**src/rtl/mmio_uart_tx.sv**
```systemverilog
// mmio_uart_tx: memory-mapped 8N1 UART transmitter that sits on the data-memory
// port next to dmem. It decodes a 16-byte register window at BASE_ADDR.
//   offset 0x0 TXDATA : write pushes WriteDataM[7:0] into the TX FIFO; reads 0
//   offset 0x4 STATUS : {count_sat[3:0], overflow, busy, empty, full}; write 1 to bit3 clears overflow
//   offset 0x8 DIV    : clocks per bit, 16 bits; 0 is treated as 1
//   offset 0xC        : reserved; reads 0, writes ignored
// Ports:
//   clk        system clock (rising edge)
//   rst        asynchronous active-low reset
//   MemWriteM  store strobe from the Memory stage
//   DataAdrM   byte address from the Memory stage
//   WriteDataM store data from the Memory stage
//   io_sel     combinational window select
//   io_rdata   combinational register read data (0 when not selected)
//   tx         registered serial output, idles high
module mmio_uart_tx #(
  parameter logic [31:0] BASE_ADDR   = 32'h1000_0000,
  parameter int unsigned CLK_DIV_RST = 16,
  parameter int unsigned FIFO_DEPTH  = 8
) (
  input  logic        clk,
  input  logic        rst,
  input  logic        MemWriteM,
  input  logic [31:0] DataAdrM,
  input  logic [31:0] WriteDataM,
  output logic        io_sel,
  output logic [31:0] io_rdata,
  output logic        tx
);

  localparam int unsigned AW = $clog2(FIFO_DEPTH);

  localparam logic [1:0] S_IDLE  = 2'd0;
  localparam logic [1:0] S_START = 2'd1;
  localparam logic [1:0] S_DATA  = 2'd2;
  localparam logic [1:0] S_STOP  = 2'd3;

  logic [7:0]  mem [FIFO_DEPTH];
  logic [AW:0] wptr;
  logic [AW:0] rptr;
  logic [AW:0] fcount;
  logic [31:0] count_wide;
  logic [3:0]  count_sat;
  logic        full;
  logic        empty;
  logic [7:0]  head;

  logic [1:0]  reg_sel;
  logic        wr_en;
  logic        push_req;
  logic        push;
  logic        pop;

  logic        overflow;
  logic [15:0] div_reg;
  logic [15:0] div_eff;

  logic [1:0]  state;
  logic        busy;
  logic [15:0] cnt;
  logic [7:0]  shift;
  logic [2:0]  bit_idx;

  // Address byte lanes and upper store bits carry no meaning here.
  logic unused_bits;
  assign unused_bits = ^{DataAdrM[1:0], WriteDataM[31:16]};

  // Decode
  assign io_sel   = (DataAdrM[31:4] == BASE_ADDR[31:4]);
  assign reg_sel  = DataAdrM[3:2];
  assign wr_en    = MemWriteM && io_sel;
  assign push_req = wr_en && (reg_sel == 2'd0);
  assign push     = push_req && !full;

  // FIFO status from extra-MSB pointers
  assign fcount     = wptr - rptr;
  assign empty      = (wptr == rptr);
  assign full       = (wptr[AW] != rptr[AW]) && (wptr[AW-1:0] == rptr[AW-1:0]);
  assign count_wide = 32'(fcount);
  assign count_sat  = (count_wide > 32'd15) ? 4'hF : count_wide[3:0];
  assign head       = mem[rptr[AW-1:0]];

  assign busy    = (state != S_IDLE);
  assign pop     = (state == S_IDLE) && !empty;
  assign div_eff = (div_reg == 16'd0) ? 16'd1 : div_reg;

  // Register read mux
  always_comb begin
    io_rdata = '0;
    if (io_sel) begin
      case (reg_sel)
        2'd1:    io_rdata = {24'd0, count_sat, overflow, busy, empty, full};
        2'd2:    io_rdata = {16'd0, div_reg};
        default: io_rdata = '0;
      endcase
    end
  end

  // FIFO storage needs no reset; only the pointers define validity.
  always_ff @(posedge clk) begin
    if (push) begin
      mem[wptr[AW-1:0]] <= WriteDataM[7:0];
    end
  end

  always_ff @(posedge clk or negedge rst) begin
    if (!rst) begin
      wptr <= '0;
      rptr <= '0;
    end else begin
      if (push) begin
        wptr <= wptr + 1'b1;
      end
      if (pop) begin
        rptr <= rptr + 1'b1;
      end
    end
  end

  // Control registers
  always_ff @(posedge clk or negedge rst) begin
    if (!rst) begin
      overflow <= 1'b0;
      div_reg  <= 16'(CLK_DIV_RST);
    end else begin
      if (push_req && full) begin
        overflow <= 1'b1;
      end else if (wr_en && (reg_sel == 2'd1) && WriteDataM[3]) begin
        overflow <= 1'b0;
      end
      if (wr_en && (reg_sel == 2'd2)) begin
        div_reg <= WriteDataM[15:0];
      end
    end
  end

  // Transmit FSM. cnt counts down the cycles left in the current bit and is
  // reloaded from div_eff at every bit boundary, so DIV changes take effect
  // only on the next bit. tx is loaded with the level of the state entered.
  always_ff @(posedge clk or negedge rst) begin
    if (!rst) begin
      state   <= S_IDLE;
      tx      <= 1'b1;
      cnt     <= '0;
      shift   <= '0;
      bit_idx <= '0;
    end else begin
      case (state)
        S_IDLE: begin
          if (!empty) begin
            shift <= head;
            cnt   <= div_eff;
            tx    <= 1'b0;
            state <= S_START;
          end
        end
        S_START: begin
          if (cnt == 16'd1) begin
            cnt     <= div_eff;
            bit_idx <= '0;
            tx      <= shift[0];
            state   <= S_DATA;
          end else begin
            cnt <= cnt - 16'd1;
          end
        end
        S_DATA: begin
          if (cnt == 16'd1) begin
            cnt   <= div_eff;
            shift <= shift >> 1;
            if (bit_idx == 3'd7) begin
              tx    <= 1'b1;
              state <= S_STOP;
            end else begin
              bit_idx <= bit_idx + 3'd1;
              tx      <= shift[1];
            end
          end else begin
            cnt <= cnt - 16'd1;
          end
        end
        S_STOP: begin
          if (cnt == 16'd1) begin
            tx    <= 1'b1;
            state <= S_IDLE;
          end else begin
            cnt <= cnt - 16'd1;
          end
        end
        default: begin
          tx    <= 1'b1;
          state <= S_IDLE;
        end
      endcase
    end
  end

endmodule

```
**config.mk**
```make
export PLATFORM = sky130hd
export DESIGN_NAME = mmio_uart_tx
export DESIGN_NICKNAME = d
export VERILOG_FILES = /design/src/rtl/mmio_uart_tx.sv
export SDC_FILE = /design/constraint.sdc
export NUM_CORES = 1
export LEC_CHECK = 0
export BUFFER_PORTS_ARGS = -buffer_cell sky130_fd_sc_hd__buf_2
export CAP_MARGIN = 5
export CORE_ASPECT_RATIO = 1.2
export CORE_MARGIN = 4
export CORE_UTILIZATION = 40
export DETAILED_ROUTE_END_ITERATION = 16
export GPL_ROUTABILITY_DRIVEN = 0
export GPL_TIMING_DRIVEN = 0
export HOLD_SLACK_MARGIN = 0.02
export PLACE_DENSITY_LB_ADDON = 0.2
export REMOVE_ABC_BUFFERS = 1
export SYNTH_ARGS = -nofsm -noshare
export SYNTH_HDL_FRONTEND = slang
export SYNTH_SLANG_ARGS = --single-unit
export TNS_END_PERCENT = 10
```
**constraint.sdc**
```tcl
create_clock -name clk -period 3.22 [get_ports clk]
set_input_delay 0 -clock clk [delete_from_list [all_inputs] [get_ports clk]]
set_output_delay 0 -clock clk [all_outputs]
set_load 0.02 [all_outputs]
```
Word level (Yosys, flattened, before mapping):

Memories as Yosys holds them, arrays and structs flattened.
Index checks and enable logic that the tools add are counted.

* latch bits: 0
* bits in read-only memories: 0
* memories: 1
* word-level logic and storage cells: 89
* RAM bits: 64
* output and inout bits: 34
* input port bits: 67
* register bits after elaboration: 55

* $lt $le $gt $ge: 1
* bitwise operators: 0
* reduce and logical (&&, ||, !) cells: 24
* shifts and indexed selects: 0
* eq/ne operators: 18
* $add $sub $neg: 5
* $mul: 0
* divide/modulo/power cells: 0
* multiplexer cells: 31

Memories
* mem: words 8, bits a word 8, rd ports 1, clocked after memory_dff 0, wr ports 1, line 38 `logic [7:0] mem [FIFO_DEPTH];`

Operators by type and width (count)
* $mux 16: 4
* $pmux 16 s3: 1
* $mux 32: 1
* $pmux 16 s2: 1
* $eq 28x25->1 const B: 1
* $eq 16x1->1 const B: 1
* $logic_not 16->1: 1
* $mux 8: 2
* $pmux 8 s2: 1
* $sub 16x1->16 const B: 1
* $ne 2x2->1 const B: 7
* $mux 2: 5
* $logic_and 1x1->1: 9
* $mux 1: 9
* $mux 3: 3
* $add 4x1->4 const B: 2
* $pmux 2 s4: 1
* $reduce_and 4->1: 2
* $reduce_bool 2->1: 4
* $eq 2x2->1 const B: 3
* $pmux 3 s2: 1
* $reduce_and 5->1: 1
* $eq 2x1->1 const B: 2
* $eq 4x4->1: 1
* 13 further kinds: 15

Longest topological paths before layout:

Gate-level depths: netlist (run 1).

* word-level depth: 6
* mapped depth: 11

Least setup slack after synthesis (run 1):

OpenSTA, ideal clock, no wires.

* path kind: reg-to-reg
* start point: reg rptr[1]
* end point: mem mem[0][0] (enable)
* period minus slack after synthesis: 2.928 ns
* buffers on the path: 2
* setup slack: 0.292 ns
* cell stages (with the launch flop): 9
* arrival: 2.544 ns
* required time: 2.837 ns
* library setup time: 0.383 ns
* path through: dfrtp_1 clkbuf_1 clkbuf_1 inv_1 ha_1 nand3_1 nand2b_1 nand4_1 nor3_1

* cells in the longest elaborated chain, start to end: 6

RTL lines
* start: declaration: line 40 `logic [AW:0] rptr;`
* start signal: assignment: line 115 `rptr <= rptr + 1'b1;`
* $eq 3x3->1: line 78 `assign full = (wptr[AW] != rptr[AW]) && (wptr[AW-1:0] == rptr[AW-1:0]);`
* $logic_and 1x1->1: line 78
* $logic_not 1->1: line 73 `assign push = push_req && !full;`
* $logic_and 1x1->1: line 73
* $mux 1: line 101 `if (push) begin`
* $mux 1 (not written as such): line 102 `mem[wptr[AW-1:0]] <= WriteDataM[7:0];`
* end: declaration: line 38

No other way between the ends.

Worst setup path in the final report (run 1):

* start point: reg cnt[4]
* end point: reg cnt[1]

* cells in the longest elaborated chain, start to end: 3

RTL lines
* start: declaration: line 60 `logic [15:0] cnt;`
* start signal: assignment: line 152 `cnt <= div_eff;`
* start signal: assignment: line 159 `cnt <= div_eff;`
* start signal: assignment: line 164 `cnt <= cnt - 16'd1;`
* $eq 16x1->1 *: line 158, 168, 183
* $mux 16 / $ne 2x2->1 (equally long branches)
* $pmux 16 s3 / $reduce_and 2->1 (equally long branches)

Mark *: on every way between the ends. The rest lies on a longest branch, timed or not.
A chain may end at the register's enable or synchronous reset.

==> results of run 1 <==
logic make-up after synthesis:
group                      Yosys count
and+or+nand+nor                    134
DFF                                119
AOI/OAI and AO/OA                   87
buffers and inverters               61
muxes                               42
adders and majority gates           17
xor gates and xnor gates             8
other                                1
power groups by stage:
stage          Sequential (mW)  Combinational, mW  Clock [mW]
3_5_place_dp              1.73              0.519           0
4_1_cts                   1.70              0.539        1.93
6_report                  1.70              0.554        1.89
3_3_place_gp              1.72              0.496           0
2_1_floorplan             1.72              0.342           0
5_1_grt                   1.70              0.612        2.02
what timing repair did:
action | CTS | global route
hold buffers | 17 | 0
endpoints found under the setup margin | 75 | 39
resized for setup | 3 | 3
pin swaps | 0 | 0
endpoints found under the hold margin | 134 | 0
buffers inserted | 0 | 0
tightest hold or removal path, stage by stage:
cell     delay (ns)
buf_2          0.09
inv_1          0.04
nor3_1         0.12
nand4_1        0.13
xnor2_1        0.06
worst min-delay path by stage:
| stage | startpoint | cells after the start | to |
|---|---|---|---|
| after floorplan | rst | 0 | bit_idx[0] |
| after global placement | WriteDataM[11] | 2 | div_reg[11] |
| after detailed placement | WriteDataM[8] | 2 | div_reg[8] |
| after CTS | MemWriteM | 5 | wptr[2] |
| after global routing | MemWriteM | 5 | wptr[2] |
| final | MemWriteM | 5 | wptr[2] |
per-layer routing:
layer | up-vias | wire, um
li1 | 1964 | -
met1 | 2114 | 5980
met2 | 70 | 7530
met3 | 17 | 437
met4 | 0 | 186
met5 | - | 0
cell type report:
cell class | count | area, sq um | share of cell area, %
multi-input combinational | 304 | 2400 | 33.5
inverter | 26 | 97.6 | 1.36
sequential | 119 | 3300 | 46.1
clock buffer | 17 | 425 | 5.94
tap | 200 | 250 | 3.49
clock inverter | 15 | 169 | 2.36
timing repair buffer | 86 | 520 | 7.27
through the flow:
stage	cells	util [%]	power, mW
3_5_place_dp	718	44.1	2.25
2_1_floorplan	449	-	2.06
5_1_grt	767	49.5	4.34
3_3_place_gp	715	43.9	2.22
4_1_cts	767	49.4	4.17
6_report	767	49.5	4.14
placed cells by master, fill, tap and decap left out, drive strengths merged, types with 3 or more instances in the layout:
master       count
a211o            8
a21o             3
a21oi           12
a221o            7
a22oi           10
and3             9
buf             69
clkbuf          17
clkinv           3
clkinvlp         3
conb            16
dfrtp           53
dlygate4sd3     17
edfxtp          64
ha              16
inv             33
mux2            18
mux2i            8
mux4            16
nand2           20
nand2b           4
nand3            9
nand4           13
nor2            27
nor2b            3
nor3            11
nor4            16
nor4b            3
o21ai           17
o221ai           7
o2bb2ai         10
or3              5
or4              4
xnor2            6
==> impl_metrics.py, run 1 <==
metrics = {
    "placement": {
        "placement.cell_area_sq_um": 6380,
        "place_hpwl_um": 9850,
        "post-place-ws_ns": -0.582,
        "io_buffers": 66,
    },
    "global_routing": {
        "grt_busiest_layer": "met2",
        "grtUsageMet3_pct": 3.27,
        "track_usage_pct": 17.4,
        "antenna_found_initial": 0,
        "grt_use_met1_pct": 22.3,
        "grt_max_degree": 56,
        "grt_pass1_vias": 4211,
        "globalRouteOverflowTotal": 0,
        "grt_pass1_wl_um": 22700,
        "use_met2_pct": 29.6,
    },
    "setup_path": {
        "worst_path_largest_cell_delay_ns": 0.73,
        "reg2reg_to": "cnt[1]",
        "rrSetupSlack_ns": 0.09,
        "path_common_cell": "or4_1",
        "crit_chain": "or4_1 > or4_1 > o21ai_0 > buf_4 > nor3_1 > a221o_1",
        "worst-path-buf-inv": 1,
        "start_kind": "register",
        "setup.worst_path.end_class": "register",
        "cpMaxStageDelayCell": "or4_1",
        "required_ns": 3.51,
        "cp-startpoint": "cnt[4]",
        "crit_path_max_fanout": 9,
        "crit_path_end": "cnt[1]",
        "worstReg2RegStart": "cnt[4]",
        "crit_arrival_ns": 3.42,
        "r2r_cells": 6,
        "crit_cells": 6,
        "cp_top_family": "simple AND/OR/NAND/NOR gates",
        "worstSetupPathType": "register to register",
    },
    "logic_synthesis": {
        "ys.flop_type": "edfxtp_1",
        "synth_most_common_cell": "edfxtp_1",
        "synthTopCellsByCount": "edfxtp_1, dfrtp_1, nor2_1, inv_1, nand2_1",
        "synth_cell_types": 61,
        "synth_edf_count": 64,
        "ys_seq_area_share_pct": 55.5,
        "muxShareOfSynthArea_pct": 10.8,
        "yosysWarnings": 0,
        "yosys.area_share.xor_xnor_pct": 1.18,
        "yosys.area.top_type_share_pct": 32.3,
        "synthArstFlopShare_pct": 46.2,
        "synth_compound_area_share_pct": 10.8,
        "netlist_area_sq_um": 5950,
        "synth_area_leaders": "edfxtp_1, dfrtp_1, mux4_2, mux2_2, ha_1",
        "yosys.area_share.simple_pct": 12.6,
        "synth_cells": 469,
        "avgSynthCellArea_sq_um": 12.7,
        "synth_area_leader_cell": "edfxtp_1",
        "synth-adder-area-share_pct": 3.70,
        "synth_top_family_by_area": "simple AND/OR/NAND/NOR gates",
        "ys_ff_latch": 119,
    },
    "drt": {
        "postRouteAntennaNets": 0,
        "dr.pass1.iters": 7,
        "vias_per_cell": 5.43,
        "drt_iter0_drc": 231,
        "wl_per_cell_um": 18.4,
        "wl_um": 14100,
        "drc": 0,
        "via_count": 4165,
    },
    "floorplanning": {
        "io_pins": 101,
        "die_h_um": 142,
        "die_w_um": 119,
        "fp-row-count": 48,
        "core_sq_um": 14500,
        "die_area_sq_um": 16900,
        "start_util_pct": 41.1,
    },
    "sta": {
        "finalSetupTns_ns": 0,
        "rsz0062_at_grt": "yes",
        "worst_slew_pin_slew_ns": 1.09,
        "setup_viol": 0,
        "whs_ns": 0.0728,
        "setup_slack_ns": 0.0908,
        "slew_headroom_pct": 26.1,
        "finClkSkew_ns": 0.00591,
        "finalMaxSlewViolations": 0,
        "period_share_pct": 97.2,
        "min_period_ns": 3.13,
        "fmax_mhz": 320,
        "hold_viol": 0,
    },
    "status": {
        "outcome": "finished clean",
    },
    "clock_network": {
        "cts_buffers": 17,
        "clk_latency_ns": 0.41,
        "clockBufferDepth": 2,
        "clock_tree.root_cell": "clkbuf_16",
        "clkTransAtPathRegs_ns": 0.06,
        "tritoncts": "done",
        "h-tree-depth": 4,
        "cts_sinks": 119,
    },
    "pwr": {
        "pwr-share-comb_pct": 13.4,
        "p_sw_share_pct": 27.3,
        "pwr-share-seq_pct": 41.0,
        "max-vdd-ir-drop_uv": 536,
        "clock_power_share_pct": 45.7,
        "power.switching_mw": 1.13,
        "leakage_nw": 3.07,
        "cellPowerDensity_nw_per_um2": 579,
        "p_int_mw": 3.01,
    },
    "job": {
        "cap_violations": 0,
    },
    "finish": {
        "fillers": 1302,
        "largest_reg_flops": 64,
        "fin_area_sq_um": 7160,
        "antenna_cells": 0,
        "synthToLayoutAreaGrowth_pct": 20.5,
        "drive_gt1_share_pct": 26.3,
        "nets": 638,
    },
    "hold_path": {
        "min_path_type": "input port to register",
    },
}
Note: power is estimated with default switching activity, not from simulation.
==> inputs of run 2 (changes only) <==
--- a/config.mk
+++ b/config.mk
@@ -14,6 +14,7 @@
 export GPL_ROUTABILITY_DRIVEN = 0
 export GPL_TIMING_DRIVEN = 0
 export HOLD_SLACK_MARGIN = 0.02
+export MAX_ROUTING_LAYER = met4
 export PLACE_DENSITY_LB_ADDON = 0.2
 export REMOVE_ABC_BUFFERS = 1
 export SYNTH_ARGS = -nofsm -noshare
==> impl_metrics.py, run 2 (synthesis results as in run 1) <==
metrics = {
    "sta": {
        "finClkSkew_ns": 0.00859,
        "fmax_mhz": 319,
        "rsz0062_at_grt": "yes",
        "hold_viol": 0,
        "finalSetupTns_ns": 0,
        "min_period_ns": 3.14,
        "setup_viol": 0,
        "finalMaxSlewViolations": 0,
        "slew_headroom_pct": 27.8,
        "period_share_pct": 97.5,
        "whs_ns": 0.0711,
        "worst_slew_pin_slew_ns": 1.07,
    },
    "drt": {
        "wl_um": 14100,
        "wl_per_cell_um": 18.4,
        "drt_iter0_drc": 220,
        "via_count": 4158,
        "postRouteAntennaNets": 0,
        "dr.pass1.iters": 5,
        "vias_per_cell": 5.42,
        "drc": 0,
    },
    "pwr": {
        "pwr-share-seq_pct": 41.0,
        "clock_power_share_pct": 45.7,
        "leakage_nw": 3.07,
        "power.switching_mw": 1.13,
        "cellPowerDensity_nw_per_um2": 579,
        "total_power_mw": 4.15,
        "max-vdd-ir-drop_uv": 536,
        "p_sw_share_pct": 27.3,
        "pwr-share-comb_pct": 13.3,
        "p_int_mw": 3.01,
    },
    "global_routing": {
        "track_usage_pct": 17.9,
        "antenna_found_initial": 0,
        "grt_max_degree": 56,
        "grt_pass1_vias": 4216,
        "globalRouteOverflowTotal": 0,
        "grt_pass1_wl_um": 22700,
    },
    "placement": {
        "place_hpwl_um": 9850,
        "io_buffers": 66,
    },
    "setup_path": {
        "required_ns": 3.51,
        "worst_path_largest_cell_delay_ns": 0.73,
        "crit_arrival_ns": 3.43,
        "reg2reg_to": "cnt[1]",
        "start_kind": "register",
        "setup.worst_path.end_class": "register",
        "crit_chain": "or4_1 > or4_1 > o21ai_0 > buf_4 > nor3_1 > a221o_1",
        "r2r_cells": 6,
        "crit_path_max_fanout": 9,
        "rrSetupSlack_ns": 0.08,
        "worstReg2RegStart": "cnt[4]",
        "path_common_cell": "or4_1",
        "worstSetupPathType": "register to register",
        "cpMaxStageDelayCell": "or4_1",
    },
    "finish": {
        "final_cell_mix": "buf_2, edfxtp_1, dfrtp_1",
        "drive_gt1_share_pct": 26.3,
        "antenna_cells": 0,
        "largest_reg_flops": 64,
        "nets": 638,
        "synthToLayoutAreaGrowth_pct": 20.5,
        "final_common_cell": "buf_2",
        "final_core_util_pct": 49.5,
    },
    "floorplanning": {
        "die_h_um": 142,
        "die_w_um": 119,
        "io_pins": 101,
        "core_sq_um": 14500,
        "start_util_pct": 41.1,
        "fp-row-count": 48,
        "die_area_sq_um": 16900,
    },
    "clock_network": {
        "h-tree-depth": 4,
        "clock_tree.root_cell": "clkbuf_16",
        "clk_latency_ns": 0.41,
        "cts_sinks": 119,
        "cts_buffers": 17,
        "cts_setup_buffers": 0,
        "clockBufferDepth": 2,
        "tritoncts": "done",
        "clkTransAtPathRegs_ns": 0.06,
    },
    "hold_path": {
        "hold_end": "wptr[2]",
        "hold_start": "MemWriteM",
        "hold_depth": 5,
        "min_path_type": "input port to register",
    },
    "status": {
        "outcome": "finished clean",
    },
    "job": {
        "cap_violations": 0,
    },
}
==> run 2: cell counts in the layout (fill, tap and decap cells not counted) <==
Identical to the previous run, type by type.
==> run 2: area by class of cell <==
class / count / area, sq um
fill: 1302 / 7310
sequential: 119 / 3300
multi-input combinational: 304 / 2400
timing repair buffer: 86 / 520
clock buffer: 17 / 425
tap: 200 / 250
clock inverter: 15 / 169
inverter: 26 / 97.6
==> run 2: how the worst max path moves through the flow <==
stage,start,endpoint,slack [ns],cells past startpoint
6_report,cnt[4],cnt[1],0.08,6
5_1_grt,rptr[0],mem[6][0],-0.08,5
4_1_cts,cnt[4],bit_idx[0],0.03,5
3_5_place_dp,rptr[1],cnt[5],-0.58,7
3_3_place_gp,rptr[0],mem[0][7],-0.61,5
2_1_floorplan,rptr[0],mem[0][0],0.39,5
==> run 2: routing by layer <==
metal / vias to the layer above / share of wire, % / global-route usage, %
met5: - / 0 / -
met4: 0 / 1.2 / 5.91
met3: 15 / 3.0 / 3.51
met2: 78 / 54 / 29.7
met1: 2109 / 42 / 22.2
li1: 1956 / - / -
==> run 2: what timing repair did <==
action                     CTS  global route
resized for setup            3             3
hold endpoints to repair   134             0
hold buffers                17             0
setup endpoints to repair   75            39
==> run 2: per-stage QoR <==
step	cells	setup WS (ns)	instance area (sq um)
global placement	715	-0.611	6360
global route	767	-0.0796	7160
finish	767	0.0811	7160
CTS	767	0.0251	7150
floorplan	449	0.386	5780
detailed placement	718	-0.582	6380
==> run 2: worst max-delay path: cells and delay by family, from the launching register on <==
family,cells,cell delay (ns)
DFF,1,0.45
buffers and inverters,1,0.28
and+or+nand+nor,3,1.42
AOI/OAI and AO/OA,2,0.87
==> run 2: power by group through the flow <==
stage               combinational (mW)  clock, mW  sequential, mW
finish                           0.551       1.90            1.70
global route                     0.612       2.03            1.70
CTS                              0.539       1.93            1.70
detailed placement               0.519          0            1.73
global placement                 0.496          0            1.72
floorplan                        0.342          0            1.72
